### src/rtl/pipe_ctrl_pkg.sv
// Shared types and constant control words for the pipeline freeze/flush sequencer.
package pipe_ctrl_pkg;

  typedef enum logic [1:0] {
    RUN,
    FLUSH,
    MEM_WAIT
  } pctl_state_t;

  // Control word carried by ID/EXE; a bubble loads this all-zero word.
  typedef struct packed {
    logic wb_en;
    logic mem_r;
    logic mem_w;
  } exe_ctrl_t;

  localparam exe_ctrl_t NOP_CTRL = '{wb_en: 1'b0, mem_r: 1'b0, mem_w: 1'b0};

  typedef struct packed {
    logic freeze_pc;
    logic freeze_if_id;
    logic flush_if_id;
    logic bubble_id_exe;
    logic freeze_back;
  } pctl_ctrl_t;

  localparam pctl_ctrl_t CTRL_NONE = '0;

  localparam pctl_ctrl_t CTRL_MEM_FREEZE = '{
    freeze_pc: 1'b1, freeze_if_id: 1'b1, flush_if_id: 1'b0, bubble_id_exe: 1'b0,
    freeze_back: 1'b1
  };

  localparam pctl_ctrl_t CTRL_BRANCH_FLUSH = '{
    freeze_pc: 1'b0, freeze_if_id: 1'b0, flush_if_id: 1'b1, bubble_id_exe: 1'b1,
    freeze_back: 1'b0
  };

  localparam pctl_ctrl_t CTRL_FLUSH_ONLY = '{
    freeze_pc: 1'b0, freeze_if_id: 1'b0, flush_if_id: 1'b1, bubble_id_exe: 1'b0,
    freeze_back: 1'b0
  };

  localparam pctl_ctrl_t CTRL_HAZARD_STALL = '{
    freeze_pc: 1'b1, freeze_if_id: 1'b1, flush_if_id: 1'b0, bubble_id_exe: 1'b1,
    freeze_back: 1'b0
  };

endpackage

### src/rtl/sat_counter.sv
// Saturating up-counter with synchronous clear; clear wins over increment.
module sat_counter #(
  parameter int unsigned W = 16
) (
  input  logic         clk,
  input  logic         rst_n,
  input  logic         inc,
  input  logic         clr,
  output logic [W-1:0] q
);

  logic [W-1:0] cnt_q;

  always_ff @(posedge clk or negedge rst_n) begin
    if (!rst_n) begin
      cnt_q <= '0;
    end else if (clr) begin
      cnt_q <= '0;
    end else if (inc && (cnt_q != {W{1'b1}})) begin
      cnt_q <= cnt_q + 1'b1;
    end
  end

  assign q = cnt_q;

endmodule

### src/rtl/pipeline_stall_controller.sv
// Freeze/flush sequencer for the 5-stage pipeline: mem-wait > branch flush > data hazard.
// Controls are combinational from state and inputs; state and counters are registered.
module pipeline_stall_controller
  import pipe_ctrl_pkg::*;
#(
  parameter int unsigned FLUSH_CYCLES = 1,
  parameter int unsigned MEM_TIMEOUT  = 255,
  parameter int unsigned CNT_W        = 16
) (
  input  logic             clk,
  input  logic             rst_n,
  input  logic             hazard_detected,
  input  logic             branch_taken,
  input  logic             mem_req,
  input  logic             mem_ready,
  input  logic             cnt_clr,
  output logic             freeze_pc,
  output logic             freeze_if_id,
  output logic             flush_if_id,
  output logic             bubble_id_exe,
  output logic             freeze_back,
  output logic             mem_timeout,
  output logic [CNT_W-1:0] stall_cnt,
  output logic [CNT_W-1:0] flush_cnt,
  output logic [CNT_W-1:0] memwait_cnt
);

  localparam int unsigned WAIT_W = $clog2(MEM_TIMEOUT + 1);
  localparam logic [WAIT_W-1:0] WAIT_MAX = WAIT_W'(MEM_TIMEOUT);
  localparam logic [2:0] FLUSH_RELOAD = 3'(FLUSH_CYCLES - 1);

  pctl_state_t       state_q, state_d;
  logic [2:0]        flush_left_q, flush_left_d;
  logic [WAIT_W-1:0] wait_cnt_q, wait_cnt_d;
  logic              mem_timeout_q, mem_timeout_d;
  pctl_ctrl_t        ctrl;
  logic              stall_inc, flush_inc, memwait_inc;
  logic              mem_stall;

  assign mem_stall = mem_req & ~mem_ready;

  always_comb begin
    state_d       = state_q;
    flush_left_d  = flush_left_q;
    wait_cnt_d    = wait_cnt_q;
    mem_timeout_d = mem_timeout_q;
    ctrl          = CTRL_NONE;
    stall_inc     = 1'b0;
    flush_inc     = 1'b0;
    memwait_inc   = 1'b0;

    unique case (state_q)
      RUN: begin
        if (mem_stall) begin
          ctrl        = CTRL_MEM_FREEZE;
          memwait_inc = 1'b1;
          state_d     = MEM_WAIT;
        end else if (branch_taken) begin
          ctrl      = CTRL_BRANCH_FLUSH;
          flush_inc = 1'b1;
          if (FLUSH_CYCLES > 1) begin
            flush_left_d = FLUSH_RELOAD;
            state_d      = FLUSH;
          end
        end else if (hazard_detected) begin
          ctrl      = CTRL_HAZARD_STALL;
          stall_inc = 1'b1;
        end
      end

      FLUSH: begin
        if (mem_stall) begin
          // flush_left is held so the flush resumes once memory completes
          ctrl        = CTRL_MEM_FREEZE;
          memwait_inc = 1'b1;
          state_d     = MEM_WAIT;
        end else if (branch_taken) begin
          ctrl         = CTRL_BRANCH_FLUSH;
          flush_inc    = 1'b1;
          flush_left_d = FLUSH_RELOAD;
        end else begin
          ctrl = CTRL_FLUSH_ONLY;
          if (flush_left_q <= 3'd1) begin
            flush_left_d = 3'd0;
            state_d      = RUN;
          end else begin
            flush_left_d = flush_left_q - 3'd1;
          end
        end
      end

      MEM_WAIT: begin
        if (mem_ready) begin
          wait_cnt_d = '0;
          state_d    = (flush_left_q != 3'd0) ? FLUSH : RUN;
        end else begin
          ctrl        = CTRL_MEM_FREEZE;
          memwait_inc = 1'b1;
        end
      end

      default: begin
        state_d      = RUN;
        flush_left_d = 3'd0;
      end
    endcase

    // Every mem-freeze cycle, including the entry cycle in RUN/FLUSH, advances the timeout.
    if (memwait_inc) begin
      if (wait_cnt_q != WAIT_MAX) begin
        wait_cnt_d = wait_cnt_q + 1'b1;
      end
      if ((wait_cnt_q != WAIT_MAX) ? (wait_cnt_q + 1'b1 == WAIT_MAX) : 1'b1) begin
        mem_timeout_d = 1'b1;
      end
    end
  end

  always_ff @(posedge clk or negedge rst_n) begin
    if (!rst_n) begin
      state_q       <= RUN;
      flush_left_q  <= 3'd0;
      wait_cnt_q    <= '0;
      mem_timeout_q <= 1'b0;
    end else begin
      state_q       <= state_d;
      flush_left_q  <= flush_left_d;
      wait_cnt_q    <= wait_cnt_d;
      mem_timeout_q <= mem_timeout_d;
    end
  end

  assign freeze_pc     = rst_n & ctrl.freeze_pc;
  assign freeze_if_id  = rst_n & ctrl.freeze_if_id;
  assign flush_if_id   = rst_n & ctrl.flush_if_id;
  assign bubble_id_exe = rst_n & ctrl.bubble_id_exe;
  assign freeze_back   = rst_n & ctrl.freeze_back;
  assign mem_timeout   = mem_timeout_q;

  sat_counter #(
    .W(CNT_W)
  ) u_stall_cnt (
    .clk  (clk),
    .rst_n(rst_n),
    .inc  (stall_inc),
    .clr  (cnt_clr),
    .q    (stall_cnt)
  );

  sat_counter #(
    .W(CNT_W)
  ) u_flush_cnt (
    .clk  (clk),
    .rst_n(rst_n),
    .inc  (flush_inc),
    .clr  (cnt_clr),
    .q    (flush_cnt)
  );

  sat_counter #(
    .W(CNT_W)
  ) u_memwait_cnt (
    .clk  (clk),
    .rst_n(rst_n),
    .inc  (memwait_inc),
    .clr  (cnt_clr),
    .q    (memwait_cnt)
  );

endmodule

### config.mk
export PLATFORM = sky130hd
export DESIGN_NAME = pipeline_stall_controller
export DESIGN_NICKNAME = d
export VERILOG_FILES = /design/src/rtl/pipe_ctrl_pkg.sv /design/src/rtl/sat_counter.sv /design/src/rtl/pipeline_stall_controller.sv
export SDC_FILE = /design/constraint.sdc
export NUM_CORES = 1
export LEC_CHECK = 0
export ABC_AREA = 1
export CORE_MARGIN = 5
export CORE_UTILIZATION = 57
export CTS_BUF_LIST = sky130_fd_sc_hd__clkbuf_2
export CTS_CLUSTER_DIAMETER = 60
export DETAILED_ROUTE_END_ITERATION = 12
export PLACE_DENSITY = 0.83
export SYNTH_ARGS = -nofsm -noshare
export SYNTH_HDL_FRONTEND = slang
export SYNTH_HIERARCHICAL = 1
export SYNTH_SLANG_ARGS = --single-unit
export TNS_END_PERCENT = 5
### constraint.sdc
create_clock -name clk -period 2.22 [get_ports clk]
set_input_delay 0.333 -clock clk [delete_from_list [all_inputs] [get_ports clk]]
set_output_delay 0.333 -clock clk [all_outputs]
set_load 0.01 [all_outputs]
==> results.toml <==
[logic_synthesis]
ys_warn_count = 6
ys_ff_latch = 62
ys_types = 34
synthesis.nets = 583
syn_inst = 568
syn_area_per_cell_sq_um = 7.28
yosysSeqAreaShare = 0.375
netlist_area_sq_mm = 0.00414

[power_and_ir_drop]
clockPowerShare = 0.248
total_power_mw = 2.68
cellPowerDensity_mw_per_mm2 = 537
seqPwrFrac = 0.489
leakage_nw = 2.37
combinationalPowerShare = 0.263
switching_share = 0.358
p_sw_mw = 0.959
peakVddDrop_mv = 0.374
internal_power_mw = 1.72

[global_route]
grt_first_pass_wirelength_mm = 16.1
grt_remaining_overflow = 0
antenna_found_initial = 0
grt_pass1_vias = 3695
grt_use_total = 0.223
grt_max_degree = 34

[floorplan]
die_h_microns = 95.2
design.core.area_sq_mm = 0.00718
die_w_microns = 95.2
initial_core_util = 0.577
die-area_sq_mm = 0.00906
rows = 31
num_io_pins = 61

[drt]
wire_per_inst_microns = 13.1
drc_errors = 0
via_per_inst = 5.27
vias = 3937
dr.pass1.iters = 5
drt-total-wl_mm = 9.78
ant_nets = 0
drt_iter0_drc = 215

[final_layout]
area_growth_pct = 20.4
diodes = 0
final_cell_area_sq_mm = 0.00498
layout-drive-gt1-share = 0.127
final_common_cell = "nand2_1"
fin_util = 0.695
nets = 659
final_cell_mix = "195 x nand2_1, 60 x dfrtp_1, 58 x inv_1, 54 x clkdlybuf4s50_1, 52 x nor2_1"
fillers = 587

[clocking]
cts.sinks = 62
htreeDepth = 3
postCtsSetupBuffers = 0
numCtsBuffers = 9
cts_tree = "built"
root_buffer = "clkbuf_2"
clk_pin_slew_ns = 0.19
cts_buffer_depth = 2
clkLatencyLatePin_ns = 0.48

[timing]
tightestPinTransition_ns = 0.512
finalClockSkew_ns = 0.0340
fin_crit_ns = 2.13
max_slew_margin = 0.658
period_share = 0.961
setup-tns-final_ns = 0
setup_viol = 0
max_freq_ghz = 0.469
rsz0062_at_grt = "true"
final-hold-violation-count = 0
final_max_slew_viol_count = 0
hold_slack_ns = 0.445

[run_status]
status = "complete, no violations"

[critical_path]
crit_type = "flip-flop to output pin"
worstPathArrival_ns = 1.80
worstPathRequired_ns = 1.89
end_kind = "output pin"
crit_fanout = 5
cp-start-kind = "flip-flop"

[place]
dp_hpwl_mm = 7.17
place_area_sq_mm = 0.00487
gp_congestion = 0.873
portBuffers = 60

[hold_path]
hold_path.class = "input pin to async pin"

[flow_run]
max_cap_viol_count = 0
## synth_stat cells, drive strengths merged
cell type  number  area [sq um]
xor2            9          78.8
or2             3          18.8
nand4          30           203
clkinv          1          3.75
nor2           63           302
o21a            1          7.51
a211oi          1          7.51
a21oi           7          35.0
buf            10          93.8
dfrtp          62          1550
inv            66           255
o21bai          7          52.6
o22ai           6          56.3
ha              8           100
nand2         212           878
o21ai          22           166
xnor2           6          52.6
nand3          49           245
nor3            5          30.0
## area by class of cell
cell class | count | area [sq um] | area share
clock buffers | 10 | 50.0 | 0.0100
clock inverters | 5 | 51.3 | 0.0103
inverters | 67 | 259 | 0.0520
multi-input cells | 429 | 2240 | 0.449
flip-flops and latches | 62 | 1550 | 0.312
well taps | 99 | 124 | 0.0249
repair buffers | 75 | 709 | 0.142
## power by group through the flow
stage	Sequential (mW)	Clock [mW]	Combinational, mW
floorplan	1.31	0	0.498
global placement	1.32	0	0.674
detailed placement	1.32	0	0.708
CTS	1.31	0.675	0.706
global route	1.32	0.720	0.789
finish	1.31	0.663	0.705
## through the flow
stage	instances	setup WS, ns
final	747	0.0866
after CTS	747	0.00452
after global placement	731	0.0109
after global routing	747	-0.00539
after detailed placement	731	-0.0967
after floorplan	568	0.590
## path summary, 6_finish.rpt
check,startpoint,to,slack (ns),cells after the start
worst max-delay path,state_q[1]$_DFFE_PN0P_,freeze_if_id,0.09,7
worst min-delay path,rst_n,wait_cnt_q[6]$_DFF_PN0_,0.45,3
worst max register to register,u_stall_cnt/q[1]$_DFFE_PN0P_,u_stall_cnt/q[2]$_DFFE_PN0P_,0.54,9
worst min register to register,mem_timeout$_DFFE_PN0P_,mem_timeout$_DFFE_PN0P_,0.51,2
max in group asynchronous,rst_n,state_q[1]$_DFFE_PN0P_,1.42,3
min in group clk,mem_timeout$_DFFE_PN0P_,mem_timeout$_DFFE_PN0P_,0.51,2
## sequential cells by signal (all words and copies together), names as in the netlist
register         cells
u_stall_cnt/q       16
mem_timeout          1
u_memwait_cnt/q     16
u_flush_cnt/q       16
wait_cnt_q           8
state_q              2
flush_left_q         3
## what timing repair did
action,in CTS,in global routing
hold endpoints to repair,62,0
pin swaps,0,0
gates resized for setup,7,2
setup endpoints to repair,5,2
hold buffers,1,0
## critical path, stage by stage (launching register included)
cell and delay [ns]:
dfrtp_2 0.47, inv_2 0.07, nor2_2 0.12, nand2_2 0.10
nand2_4 0.07, inv_1 0.06, a21oi_1 0.17, dlygate4sd2_1 0.29
## layer usage
metal,wire (microns),up-vias,global-route usage
met5,0,-,0
met4,98,0,0.0613
met3,497,11,0.0387
met2,4950,124,0.401
met1,4230,1822,0.273
li1,-,1980,-
## cells by family after synthesis
kind of cell | after synthesis | share of synthesized area
and+or+nand+nor | 362 | 0.405
adders and majority gates | 8 | 0.0242
xor gates and xnor gates | 15 | 0.0318
DFF | 62 | 0.375
AOI/OAI and AO/OA | 44 | 0.0786
buffers and inverters | 77 | 0.0853
Power figures use the tool's default switching activity.
